### src/rtl/wb_dual_master_arbiter_pkg.sv
// Shared FSM encodings and constants for the two-master Wishbone arbiter.
// Consumed by wb_dual_master_arbiter and wb_arb_watchdog.
package wb_dual_master_arbiter_pkg;

    // Encodings double as the one-hot grant vector {m1,m0}.
    typedef enum logic [1:0] {
        ARB_IDLE = 2'b00,
        ARB_GNT0 = 2'b01,
        ARB_GNT1 = 2'b10
    } arb_state_e;

    localparam int ARB_TIMEOUT_DEFAULT = 255;

    function automatic int wd_cnt_width(input int timeout_cyc);
        int w;
        w = $clog2(timeout_cyc + 1);
        return (w < 8) ? 8 : w;
    endfunction

endpackage

### src/rtl/wb_arb_watchdog.sv
// Stall watchdog: counts cycles of an unacknowledged strobe and flags expiry
// once the count reaches TIMEOUT_CYC. Used only when WB_ARB_TIMEOUT_EN is defined.
module wb_arb_watchdog
    import wb_dual_master_arbiter_pkg::*;
#(
    parameter int TIMEOUT_CYC = ARB_TIMEOUT_DEFAULT
) (
    input  logic clk_i,
    input  logic rst_i,
    input  logic stall_i,
    input  logic clear_i,
    output logic expire_o
);

    localparam int            CW    = wd_cnt_width(TIMEOUT_CYC);
    localparam logic [CW-1:0] LIMIT = CW'(TIMEOUT_CYC);

    logic [CW-1:0] cnt_d;
    logic [CW-1:0] cnt_q;

    // Saturates at LIMIT so a missed clear can never wrap back to zero.
    always_comb begin
        cnt_d = cnt_q;
        if (clear_i) begin
            cnt_d = '0;
        end else if (stall_i && (cnt_q != LIMIT)) begin
            cnt_d = cnt_q + CW'(1);
        end
    end

    always_ff @(posedge clk_i or negedge rst_i) begin
        if (!rst_i) begin
            cnt_q <= '0;
        end else begin
            cnt_q <= cnt_d;
        end
    end

    assign expire_o = (cnt_q == LIMIT);

endmodule

### src/rtl/wb_dual_master_arbiter.sv
// Round-robin Wishbone arbiter sharing one slave between CPU instruction (m0) and data (m1) ports.
// Optional stall watchdog with error abort is enabled by defining WB_ARB_TIMEOUT_EN.
module wb_dual_master_arbiter
    import wb_dual_master_arbiter_pkg::*;
#(
    parameter int AW          = 32,
    parameter int DW          = 32,
    parameter int TIMEOUT_CYC = ARB_TIMEOUT_DEFAULT
) (
    input  logic            clk_i,
    input  logic            rst_i,
    input  logic            m0_cyc_i,
    input  logic            m0_stb_i,
    input  logic            m0_we_i,
    input  logic [AW-1:0]   m0_addr_i,
    input  logic [DW-1:0]   m0_data_i,
    input  logic [DW/8-1:0] m0_sel_i,
    output logic [DW-1:0]   m0_data_o,
    output logic            m0_ack_o,
    output logic            m0_err_o,
    input  logic            m1_cyc_i,
    input  logic            m1_stb_i,
    input  logic            m1_we_i,
    input  logic [AW-1:0]   m1_addr_i,
    input  logic [DW-1:0]   m1_data_i,
    input  logic [DW/8-1:0] m1_sel_i,
    output logic [DW-1:0]   m1_data_o,
    output logic            m1_ack_o,
    output logic            m1_err_o,
    output logic            s_cyc_o,
    output logic            s_stb_o,
    output logic            s_we_o,
    output logic [AW-1:0]   s_addr_o,
    output logic [DW-1:0]   s_data_o,
    output logic [DW/8-1:0] s_sel_o,
    input  logic [DW-1:0]   s_data_i,
    input  logic            s_ack_i,
    output logic [1:0]      gnt_o
);

    arb_state_e state_q;
    arb_state_e state_d;
    logic       last_q;
    logic       last_d;
    logic [1:0] lock;
    logic [1:0] req;
    logic       expire;

`ifdef WB_ARB_TIMEOUT_EN
    logic [1:0] lock_q;
    logic [1:0] lock_d;
    logic       stall;
    logic       wd_clear;

    assign stall = ((state_q == ARB_GNT0) && m0_cyc_i && m0_stb_i ||
                    (state_q == ARB_GNT1) && m1_cyc_i && m1_stb_i) && !s_ack_i;
    assign wd_clear = s_ack_i || (state_d != state_q);

    wb_arb_watchdog #(
        .TIMEOUT_CYC(TIMEOUT_CYC)
    ) u_watchdog (
        .clk_i   (clk_i),
        .rst_i   (rst_i),
        .stall_i (stall),
        .clear_i (wd_clear),
        .expire_o(expire)
    );

    // An aborted master stays locked out until it has dropped CYC at least once.
    always_comb begin
        lock_d = lock_q & {m1_cyc_i, m0_cyc_i};
        if (expire && (state_q == ARB_GNT0)) lock_d[0] = 1'b1;
        if (expire && (state_q == ARB_GNT1)) lock_d[1] = 1'b1;
    end

    always_ff @(posedge clk_i or negedge rst_i) begin
        if (!rst_i) begin
            lock_q <= 2'b00;
        end else begin
            lock_q <= lock_d;
        end
    end

    assign lock = lock_q;
`else
    logic unused_timeout;

    assign lock           = 2'b00;
    assign expire         = 1'b0;
    assign unused_timeout = (TIMEOUT_CYC == 0);
`endif

    assign req = {m1_cyc_i & ~lock[1], m0_cyc_i & ~lock[0]};

    // last_q remembers the most recently served master; reset value lets m0 win the first tie.
    always_ff @(posedge clk_i or negedge rst_i) begin
        if (!rst_i) begin
            state_q <= ARB_IDLE;
            last_q  <= 1'b1;
        end else begin
            state_q <= state_d;
            last_q  <= last_d;
        end
    end

    always_comb begin
        state_d = state_q;
        last_d  = last_q;
        case (state_q)
            ARB_IDLE: begin
                if (req == 2'b11)  state_d = last_q ? ARB_GNT0 : ARB_GNT1;
                else if (req[0])   state_d = ARB_GNT0;
                else if (req[1])   state_d = ARB_GNT1;
            end
            ARB_GNT0: begin
                if (expire) begin
                    state_d = ARB_IDLE;
                    last_d  = 1'b0;
                end else if (!m0_cyc_i) begin
                    state_d = req[1] ? ARB_GNT1 : ARB_IDLE;
                    last_d  = 1'b0;
                end
            end
            ARB_GNT1: begin
                if (expire) begin
                    state_d = ARB_IDLE;
                    last_d  = 1'b1;
                end else if (!m1_cyc_i) begin
                    state_d = req[0] ? ARB_GNT0 : ARB_IDLE;
                    last_d  = 1'b1;
                end
            end
            default: state_d = ARB_IDLE;
        endcase
    end

    // Acks are qualified with the owner's CYC so a late slave ack after release is dropped.
    always_comb begin
        s_cyc_o   = 1'b0;
        s_stb_o   = 1'b0;
        s_we_o    = 1'b0;
        s_addr_o  = '0;
        s_data_o  = '0;
        s_sel_o   = '0;
        m0_data_o = '0;
        m0_ack_o  = 1'b0;
        m0_err_o  = 1'b0;
        m1_data_o = '0;
        m1_ack_o  = 1'b0;
        m1_err_o  = 1'b0;
        case (state_q)
            ARB_GNT0: begin
                s_cyc_o   = m0_cyc_i & ~expire;
                s_stb_o   = m0_cyc_i & m0_stb_i & ~expire;
                s_we_o    = m0_we_i;
                s_addr_o  = m0_addr_i;
                s_data_o  = m0_data_i;
                s_sel_o   = m0_sel_i;
                m0_data_o = s_data_i;
                m0_ack_o  = s_ack_i & m0_cyc_i & ~expire;
                m0_err_o  = expire;
            end
            ARB_GNT1: begin
                s_cyc_o   = m1_cyc_i & ~expire;
                s_stb_o   = m1_cyc_i & m1_stb_i & ~expire;
                s_we_o    = m1_we_i;
                s_addr_o  = m1_addr_i;
                s_data_o  = m1_data_i;
                s_sel_o   = m1_sel_i;
                m1_data_o = s_data_i;
                m1_ack_o  = s_ack_i & m1_cyc_i & ~expire;
                m1_err_o  = expire;
            end
            default: ;
        endcase
    end

    assign gnt_o = state_q;

endmodule

### config.mk
export PLATFORM = sky130hd
export DESIGN_NAME = wb_dual_master_arbiter
export DESIGN_NICKNAME = d
export VERILOG_FILES = /design/src/rtl/wb_dual_master_arbiter_pkg.sv /design/src/rtl/wb_arb_watchdog.sv /design/src/rtl/wb_dual_master_arbiter.sv
export SDC_FILE = /design/constraint.sdc
export NUM_CORES = 1
export LEC_CHECK = 0
export CAP_MARGIN = 25
export CORE_AREA = 4 4 123 125
export DETAILED_ROUTE_END_ITERATION = 16
export DIE_AREA = 0 0 127 129
export GPL_TIMING_DRIVEN = 0
export SLEW_MARGIN = 20
export SYNTH_ARGS = -nofsm -noshare
export SYNTH_HDL_FRONTEND = slang
export SYNTH_SLANG_ARGS = --single-unit
### constraint.sdc
create_clock -name clk_i -period 2 [get_ports clk_i]
set_clock_uncertainty 0.15 [all_clocks]
set_input_delay 0.5 -clock clk_i [delete_from_list [all_inputs] [get_ports clk_i]]
set_output_delay 0.5 -clock clk_i [all_outputs]
set_load 0.01 [all_outputs]
# Word-level counts from Yosys, hierarchy flattened
# Cells that the tools add are included.
[word_totals]
reg_bits = 3
out_inout_bits = 141
word_cells = 38
[classes]
n_eq_ne = 6
n_mux = 22
bitwise_logic = 4
reduce_logical = 4
[ops]
columns = ["op", "n"]
rows = [
  ["$pmux W32 S2", 2],
  ["$mux W32", 2],
  ["$mux W2", 7],
  ["$pmux W1 S2", 4],
  ["$pmux W4 S2", 1],
  ["$pmux W2 S3", 1],
  ["$reduce_and A3 Y1", 2],
  ["$mux W1", 5],
  ["$and A1 B1 Y1", 4],
  ["$eq A2 B2 Y1 const B", 2],
  ["$ne A2 B2 Y1 const B", 2],
  ["$ne A4 B4 Y1 const B", 1],
  ["$eq A2 B1 Y1 const B", 1],
  ["$logic_not A2 Y1", 1],
  ["$reduce_bool A2 Y1", 1],
]

# Logic depth before layout (Yosys ltp)
# Gate-level depths: netlist (run 1).
[logic_depth]
depth_word = 4
ltp_mapped = 6
depth_no_buf = 5

# Worst setup path after synthesis (run 1)
# No wires, ideal clock.
[synth_timing]
kind = "register -> output"
from = "register state_q[0] (netlist: gnt_o[0])"
to = "output s_addr_o[15]"
arrival_ns = 1.421
required_ns = 1.350
setup_slack_ns = -0.071
path_stages_with_launch = 7
n_path_buf = 2
cell_sequence = "dfrtp_1 -> inv_1 -> ha_1 -> buf_2 -> clkbuf_1 -> a22oi_1 -> nor2b_1"
[synth_via]
elab_chain_len = 2
word_cells_on_any_way = 3
[synth_rtl]
columns = ["item", "line", "source"]
rows = [
  ["start: declaration", "wb_dual_master_arbiter.sv:41", "arb_state_e state_q;"],
  ["start signal: assignment", "wb_dual_master_arbiter.sv:101", "state_q <= state_d;"],
  ["$eq A2 B2 Y1 / $eq A2 B1 Y1 (equally long branches)", "wb_dual_master_arbiter.sv:151", "case (state_q)"],
  ["$pmux W32 S2 *", "wb_dual_master_arbiter.sv:151", ""],
  ["end: declaration", "wb_dual_master_arbiter.sv:33", "output logic [AW-1:0] s_addr_o,"],
]
# Mark *: on every way between the ends. The rest lies on a longest branch, timed or not.

# Final worst setup path (run 1)
[layout_timing]
from = "register state_q[0] (netlist: gnt_o[0])"
to = "output s_addr_o[10]"
# The elaborated chain is that of the path after synthesis.

==> results of run 1 <==
[kinds of logic after synthesis]
group           share of synthesized area
other cells                       0.00209
simple gates                        0.494
buf+inv                            0.0864
flops                              0.0425
fa+ha+maj                          0.0418
compound gates                      0.333
[Yosys cell counts]
| library cell | count |
|---|---|
| nand3_1 | 2 |
| and3_2 | 1 |
| and2_2 | 1 |
| a21oi_1 | 2 |
| a21boi_0 | 2 |
| and3_1 | 1 |
| a221oi_1 | 1 |
| and2_1 | 64 |
| ha_1 | 6 |
| nor3b_1 | 1 |
| conb_1 | 1 |
| clkbuf_1 | 16 |
| nor2b_1 | 69 |
| dfrtp_1 | 2 |
| or2b_1 | 1 |
| a22o_1 | 1 |
| buf_2 | 13 |
| o41ai_1 | 2 |
| dfstp_2 | 1 |
| buf_4 | 2 |
| and3b_1 | 1 |
| o21ai_0 | 4 |
| inv_1 | 4 |
| a22oi_1 | 69 |
[flip-flops by register name, summed over array words and instances (netlist names)]
register	flops
gnt_o	2
last_q	1
[critical path: stages (launching register included)]
cell     delay (ns)
dfrtp_2        0.44
buf_12         0.14
ha_4           0.17
buf_12         0.15
buf_12         0.15
a22oi_2        0.18
nor2b_2        0.07
buf_2          0.14
[power breakdown]
group / switching, mW / internal (mW) / leakage, nW
Clock: 0.0531 / 0.263 / 0.0382
Combinational: 3.04 / 4.58 / 2.70
Sequential: 0.0500 / 0.101 / 0.0334
Total: 3.14 / 4.94 / 2.77
[metrics by stage]
stage / setup WS [ns] / std cells / utilization
floorplan: -0.00704 / 268 / -
global placement: -0.893 / 763 / 0.385
detailed placement: -0.910 / 763 / 0.385
CTS: -0.389 / 793 / 0.440
global route: -0.383 / 802 / 0.481
finish: -0.325 / 802 / 0.481
[area by class of cell]
cell class | count | area, sq um
Clock buffer | 4 | 78.8
Multi-Input combinational cell | 230 | 2360
Fill cell | 1333 | 7200
Buffer | 27 | 402
Sequential cell | 3 | 78.8
Inverter | 4 | 20.0
Timing Repair Buffer | 354 | 3510
Tap cell | 180 | 225
[worst paths after layout]
path / cells past startpoint / endpoint / start
max: 7 / s_addr_o[10] / gnt_o[0]$_DFFE_PN0P_
min: 1 / gnt_o[1]$_DFFE_PN0P_ / rst_i
max reg2reg: 6 / gnt_o[1]$_DFFE_PN0P_ / gnt_o[1]$_DFFE_PN0P_
min reg2reg: 2 / last_q$_DFFE_PN1P_ / last_q$_DFFE_PN1P_
max in group asynchronous: 1 / last_q$_DFFE_PN1P_ / rst_i
min in group clk_i: 2 / last_q$_DFFE_PN1P_ / last_q$_DFFE_PN1P_
[layer usage]
metal,up-vias,wire (um),track usage
met4,0,146,0.0297
met1,1628,5150,0.168
met2,177,8020,0.318
met3,10,1230,0.0428
li1,1648,-,-
met5,-,0,0
[timing repair]
action                     CTS  global route
cloned                       7             5
hold buffers                 0             0
pin swaps                   22            34
setup endpoints to repair  139           138
gates resized for setup    761           161
buffers inserted            19             8
==> results.ini, run 1 <==
[status]
status=finished with violations
violations=setup timing

[logic_synthesis]
synth.distinct_cells=24
synth.yosys.seq_area_share=0.0425
netlist_area_sq_um=1800
yosysWarnings=0
synth.area.top_cells=a22oi_1 29%, nor2b_1 24%, and2_1 22%
syn_inst=267
avgSynthCellArea_sq_um=6.72
synth_largest_area_cell=a22oi_1
synth_top_area_frac=0.289
synth-seq-cells=3

[routing]
drc=0
wl_per_cell_um=18.1
route.vias.total=3463
wl_mm=14.5
postRouteAntennaNets=0
drtIter0Drc=86
viasPerCell=4.32
drtPass1Iterations=4

[finish]
mostFrequentLayoutCell=clkdlybuf4s50_1
most-common-layout-cells=175 x clkdlybuf4s50_1, 88 x buf_6, 69 x a22oi_2
nets=806
layout-drive-gt1-share=0.674
postLayoutCellArea_sq_um=6680
insertedDiodeCount=0
area_delta_synth_final_pct=272

[sta]
hold_ws_ns=0.322
slew_violations=0
post-route-min-period_ns=2.33
rsz0062_at_grt=true
setup_slack_ns=-0.325
hold_viol_final=0
fmax_mhz=430
fin_crit_sh=1.16
fin_setup_tns_ns=-33.15
final-setup-viol-count=137

[global_route]
antenna_found_initial=0
grt_max_degree=11
grt.overflow.total=0
grtUsageTotal=0.160
grt_pass1_wl_mm=20.8
grt_pass1_vias=3801

[worst_setup_path]
required_ns=1.35
rrSetupSlack_ns=0.09
worst_setup_path_start_kind=flip-flop
worstPathArrival_ns=1.68
path_class=flip-flop to output pin
crit_fanout=10
end_kind=output pin

[clock_network]
cts_inserted_buffers=3
htree_levels=1
cts_root_buffer=clkbuf_16
cts_max_path_buffers=2
cts_tree=built
clk_latency_ns=0.22
cts.sinks=3
clkTransAtPathRegs_ns=0.03

[placement]
dpl_cell_area_sq_um=5350
portBuffers=315
place_congestion=0.865
hpwl_mm=11.1

[pwr]
power_density_nw_per_um2=1210
leakage_nw=2.77
power_mw=8.08
peakVddDrop_v=0.000497

[job]
maxCapViolCount=0

[worst_hold_path]
hp-class=input port to asynchronous set/reset pin

[floorplanning]
die_h_um=129
die_w_um=127
core_region_area_sq_um=13900
die-area_sq_um=16400
start_util=0.129
io_pins=318
num_rows=43

Note: power is estimated with default switching activity, not from simulation.
==> inputs of run 2 (changes only) <==
--- a/config.mk
+++ b/config.mk
@@ -10,7 +10,9 @@
 export DETAILED_ROUTE_END_ITERATION = 16
 export DIE_AREA = 0 0 127 129
 export GPL_TIMING_DRIVEN = 0
+export RECOVER_POWER = 50
 export SLEW_MARGIN = 20
 export SYNTH_ARGS = -nofsm -noshare
 export SYNTH_HDL_FRONTEND = slang
 export SYNTH_SLANG_ARGS = --single-unit
+export TNS_END_PERCENT = 20
==> results.ini, run 2 (synthesis results as in run 1) <==
[clock_network]
ctsHoldBuffers=0  ; unchanged
cts_max_path_buffers=2  ; unchanged
cts.sinks=3  ; unchanged
cts_inserted_buffers=3  ; unchanged
clk_latency_ns=0.23  ; about the same
clkTransAtPathRegs_ns=0.03  ; about the same
htree_levels=1  ; unchanged
cts_tree=built
cts_root_buffer=clkbuf_16

[worst_setup_path]
rrSetupSlack_ns=0.10  ; about the same
crit_start=gnt_o[1]$_DFFE_PN0P_
critPathMaxStageDelay_ns=0.45  ; about the same
crit_chain=buf_4, buf_6, ha_4, a22o_1, and2_2, buf_6
end_kind=output pin
worst_setup_path_start_kind=flip-flop
worstPathArrival_ns=1.67  ; about the same
path_class=flip-flop to output pin
cp-endpoint=s_cyc_o
crit_path_top_delay_cell=dfrtp_2
r2r.worst_path.cells=6  ; unchanged
timing.rr.start=gnt_o[1]$_DFFE_PN0P_
r2r_end=gnt_o[1]$_DFFE_PN0P_
required_ns=1.35  ; about the same
crit_top_cell=buf_6
crit_fanout=7  ; -3

[placement]
place_congestion=0.843  ; -2.5%
portBuffers=315  ; unchanged
dp_slack_ns=-1.00  ; -0.0946 ns
dpl_cell_area_sq_um=5210  ; -2.6%
hpwl_mm=11.0  ; -0.90%

[floorplanning]
die_h_um=129  ; unchanged
io_pins=318  ; unchanged
start_util=0.129  ; unchanged
core_region_area_sq_um=13900  ; unchanged
num_rows=43  ; unchanged
die_w_um=127  ; unchanged
die-area_sq_um=16400  ; unchanged

[pwr]
leakage_nw=2.48  ; -11%
peakVddDrop_v=0.000449  ; -9.6%
power_density_nw_per_um2=1150  ; -5.1%

[global_route]
grtUsageMet2=0.283  ; -0.0355
gr-usage-met1=0.157  ; -0.0106
antenna_found_initial=1  ; +1
grt_pass1_wl_mm=19.4  ; -6.8%
grt-busiest-layer=met2
met3_usage=0.0423  ; -0.000415
grt_max_degree=11  ; unchanged
grt_pass1_vias=3577  ; -5.9%
grtUsageTotal=0.146  ; -0.0135
grt.overflow.total=0  ; unchanged

[routing]
postRouteAntennaNets=0  ; unchanged
wl_mm=13.5  ; -7.0%
viasPerCell=4.27  ; -1.1%
drtIter0Drc=85  ; -1.2%
drtPass1Iterations=4  ; unchanged
route.vias.total=3366  ; -2.8%
drc=0  ; unchanged
wl_per_cell_um=17.2  ; -5.4%

[sta]
slew_violations=0  ; unchanged
fin_crit_sh=1.16  ; about the same
post-route-min-period_ns=2.32  ; -0.00187 ns
fin_setup_tns_ns=-33.77  ; -0.619 ns
rsz0062_at_grt=true
hold_viol_final=0  ; unchanged
final-setup-viol-count=137  ; unchanged
setup_slack_ns=-0.324  ; +0.00187 ns
fmax_mhz=430  ; about the same

[finish]
insertedDiodeCount=0  ; unchanged
mostFrequentLayoutCell=clkdlybuf4s50_1
postLayoutCellArea_sq_um=5750  ; -14%
largest_reg_flops=2  ; unchanged
layout-drive-gt1-share=0.493  ; -0.180
most-common-layout-cells=173 x clkdlybuf4s50_1, 109 x buf_2, 52 x a22oi_2
area_delta_synth_final_pct=220
nets=792  ; -1.7%

[status]
status=finished with violations
violations=setup timing

[worst_hold_path]
hp-class=flip-flop to flip-flop

[job]
maxCapViolCount=0  ; unchanged

==> run 2: cell count changes in the layout (fill, tap and decap cells not counted), moves of 4 or more <==
cell	previous run	this run
buf_2	60	109
clkbuf_16	10	5
a22oi_1	0	17
a22oi_2	69	52
and2_4	64	19
clkbuf_8	0	4
nor2b_1	1	45
nor2b_2	61	16
buf_6	88	38
buf_8	16	12
and2_1	1	45
buf_12	11	5
==> run 2: area by class of cell <==
cell class / instances / area [sq um]
Clock buffer: 4 / 78.8
Timing Repair Buffer: 336 / 2880
Fill cell: 1412 / 8130
Tap cell: 180 / 225
Buffer: 31 / 425
Inverter: 4 / 20.0
Sequential cell: 3 / 78.8
Multi-Input combinational cell: 230 / 2040
==> run 2: timing repair <==
action	CTS	global route
setup buffers	12	5
pin swaps	7	19
endpoints found under the setup margin	137	136
endpoints found under the hold margin	0	0
cloned	3	1
resized for setup	664	122
==> run 2: worst min path at each step <==
stage | startpoint | end | cells after the start
after floorplan | rst_i | gnt_o[0]$_DFFE_PN0P_ | 0
after global placement | last_q$_DFFE_PN1P_ | last_q$_DFFE_PN1P_ | 2
after detailed placement | last_q$_DFFE_PN1P_ | last_q$_DFFE_PN1P_ | 2
after CTS | rst_i | gnt_o[0]$_DFFE_PN0P_ | 1
after global routing | rst_i | gnt_o[0]$_DFFE_PN0P_ | 1
final | last_q$_DFFE_PN1P_ | last_q$_DFFE_PN1P_ | 2
==> run 2: routing by layer <==
metal,vias to the layer above,routed length (um)
met3,25,1170
met2,188,7150
met1,1533,4900
li1,1618,-
met5,-,13
met4,2,292
==> run 2: worst max-delay path, delay by kind of cell (launching register included) <==
kind / cells / cell delay, ns
buffers and inverters: 3 / 0.39
adders and majority gates: 1 / 0.18
DFF: 1 / 0.45
AOI/OAI and AO/OA: 1 / 0.22
and+or+nand+nor: 1 / 0.20
==> run 2: power by group <==
group          internal [mW]  leakage [nW]  switching [mW]
clock network          0.263        0.0382          0.0579
logic                   3.44          2.41            2.70
registers              0.102        0.0334          0.0469
total                   3.80          2.48            2.80
==> run 2: stage by stage <==
step | util | instances | hold slack [ns] | total power [mW]
finish | 0.414 | 788 | 0.350 | 6.60
global route | 0.414 | 788 | 0.379 | 7.08
CTS | 0.387 | 782 | 0.306 | 5.92
detailed placement | 0.375 | 763 | 0.344 | 5.06
global placement | 0.375 | 763 | 0.351 | 5.02
floorplan | - | 268 | 0.0544 | 2.49
==> inputs of run 3 (changes only) <==
--- a/config.mk
+++ b/config.mk
@@ -10,6 +10,7 @@
 export DETAILED_ROUTE_END_ITERATION = 16
 export DIE_AREA = 0 0 127 129
 export GPL_TIMING_DRIVEN = 0
+export PLACE_DENSITY = 0.51
 export RECOVER_POWER = 50
 export SLEW_MARGIN = 20
 export SYNTH_ARGS = -nofsm -noshare
==> results.ini, run 3 (synthesis results as in run 1) <==
[sta]
fin_crit_sh=1.16  ; about the same
rsz0062_at_grt=true
final-setup-viol-count=137  ; unchanged
post-route-min-period_ns=2.33  ; +0.00192 ns
fmax_mhz=430  ; about the same
setup_slack_ns=-0.326  ; -0.00192 ns
hold_ws_ns=0.346  ; -0.00477 ns
hold_viol_final=0  ; unchanged
slew_violations=0  ; unchanged

[pwr]
peakVddDrop_v=0.000493  ; +9.8%
power_mw=6.74  ; +2.1%
power_density_nw_per_um2=1150  ; -0.12%
leakage_nw=2.54  ; +2.6%

[floorplanning]
start_util=0.129  ; unchanged
die_h_um=129  ; unchanged
die_w_um=127  ; unchanged
io_pins=318  ; unchanged
die-area_sq_um=16400  ; unchanged
core_region_area_sq_um=13900  ; unchanged
num_rows=43  ; unchanged

[global_route]
grt_pass1_vias=3611  ; +0.95%
grtUsageTotal=0.147  ; +0.00110
grt_max_degree=11  ; unchanged
grt_pass1_wl_mm=19.3  ; -0.60%
antenna_found_initial=1  ; unchanged
grt.overflow.total=0  ; unchanged

[worst_setup_path]
critPathMaxStageDelay_ns=0.44  ; about the same
r2r.worst_path.cells=6  ; unchanged
crit_chain=buf_12, ha_4, buf_12, buf_6, a22oi_1, nor2b_1, buf_2
crit_fanout=10  ; +3
worstPathArrival_ns=1.68  ; about the same
crit_start=gnt_o[0]$_DFFE_PN0P_
path_class=flip-flop to output pin
end_kind=output pin
crit_path_top_delay_cell=dfrtp_2
r2r_end=gnt_o[1]$_DFFE_PN0P_
crit_top_cell=buf_12
required_ns=1.35  ; about the same
rrSetupSlack_ns=0.09  ; about the same
timing.rr.start=gnt_o[1]$_DFFE_PN0P_
worst_setup_path_start_kind=flip-flop

[routing]
route.vias.total=3398  ; +0.95%
drtIter0Drc=51  ; -40%
wl_per_cell_um=17.2  ; +0.27%
wl_mm=13.7  ; +1.5%
postRouteAntennaNets=0  ; unchanged
viasPerCell=4.26  ; -0.31%
drc=0  ; unchanged
drtPass1Iterations=4  ; unchanged

[finish]
fin_util=0.423  ; +0.00919
layout-drive-gt1-share=0.501  ; +0.00739
stdcell_count=798  ; +1.3%
nets=801  ; +1.1%
most-common-layout-cells=173 x clkdlybuf4s50_1, 102 x buf_2, 49 x nor2b_1
area_delta_synth_final_pct=227
mostFrequentLayoutCell=clkdlybuf4s50_1
largest_reg_flops=2  ; unchanged

[worst_hold_path]
worst_hold_startpoint=last_q$_DFFE_PN1P_
min_to=last_q$_DFFE_PN1P_
min_path_cells=2  ; unchanged
hp-class=flip-flop to flip-flop

[clock_network]
clk_latency_ns=0.22  ; about the same
cts_max_path_buffers=2  ; unchanged
clkTransAtPathRegs_ns=0.03  ; about the same
cts.sinks=3  ; unchanged
cts_tree=built
cts_root_buffer=clkbuf_16
htree_levels=1  ; unchanged
cts_inserted_buffers=3  ; unchanged

[status]
violations=setup timing
status=finished with violations

[placement]
portBuffers=315  ; unchanged
hpwl_mm=10.9  ; -0.90%
place_congestion=0.846  ; +0.36%
dp_slack_ns=-0.965  ; +0.0394 ns
placedCellCount=763  ; unchanged

[job]
maxCapViolCount=0  ; unchanged

## run 3: worst max-delay path, delay by kind of cell (launching register included)
family / cells / cell delay (ns)
buffers and inverters: 4 / 0.57
DFF: 1 / 0.44
and+or+nand+nor: 1 / 0.06
adders and majority gates: 1 / 0.18
AOI/OAI and AO/OA: 1 / 0.18
## run 3: through the flow
step                area, sq um  setup TNS [ns]
floorplan                  1830          -0.629
global placement           5210         -103.96
detailed placement         5210         -109.98
CTS                        5450          -28.98
global route               5880          -35.77
finish                     5880          -28.86
## run 3: layout make-up
cell class,count,area [sq um]
tap,180,225
clock buffer,4,78.8
fill,1397,8000
antenna,1,2.50
buffer,30,419
timing repair buffer,346,3040
multi-input combinational,230,2010
inverter,4,20.0
sequential,3,78.8
## run 3: worst max path at each step
stage / endpoint / slack, ns / cells past startpoint
floorplan: s_addr_o[25] / -0.01 / 4
detailed placement: s_addr_o[10] / -0.97 / 5
global placement: s_cyc_o / -0.91 / 5
CTS: m0_data_o[31] / -0.35 / 6
finish: s_data_o[3] / -0.33 / 7
global route: s_data_o[3] / -0.36 / 7
## run 3: repair_timing
item                                   in CTS  in global routing
setup endpoints to repair                 137                136
gates resized for setup                   702                 87
pin swaps                                  10                 27
gates cloned                                4                  4
endpoints found under the hold margin       0                  0
hold buffers                                0                  0
buffers inserted                           19                  4
## run 3: power breakdown
part / leakage (nW) / switching [mW] / total [mW] / internal, mW
Sequential: 0.0334 / 0.0447 / 0.146 / 0.101
Combinational: 2.47 / 2.66 / 6.28 / 3.61
Clock: 0.0382 / 0.0543 / 0.317 / 0.263
## run 3: routing by layer
layer	global-route usage	part of all wire
met4	0.0297	0.012
met1	0.144	0.33
met2	0.300	0.55
met5	0	0
met3	0.0473	0.11
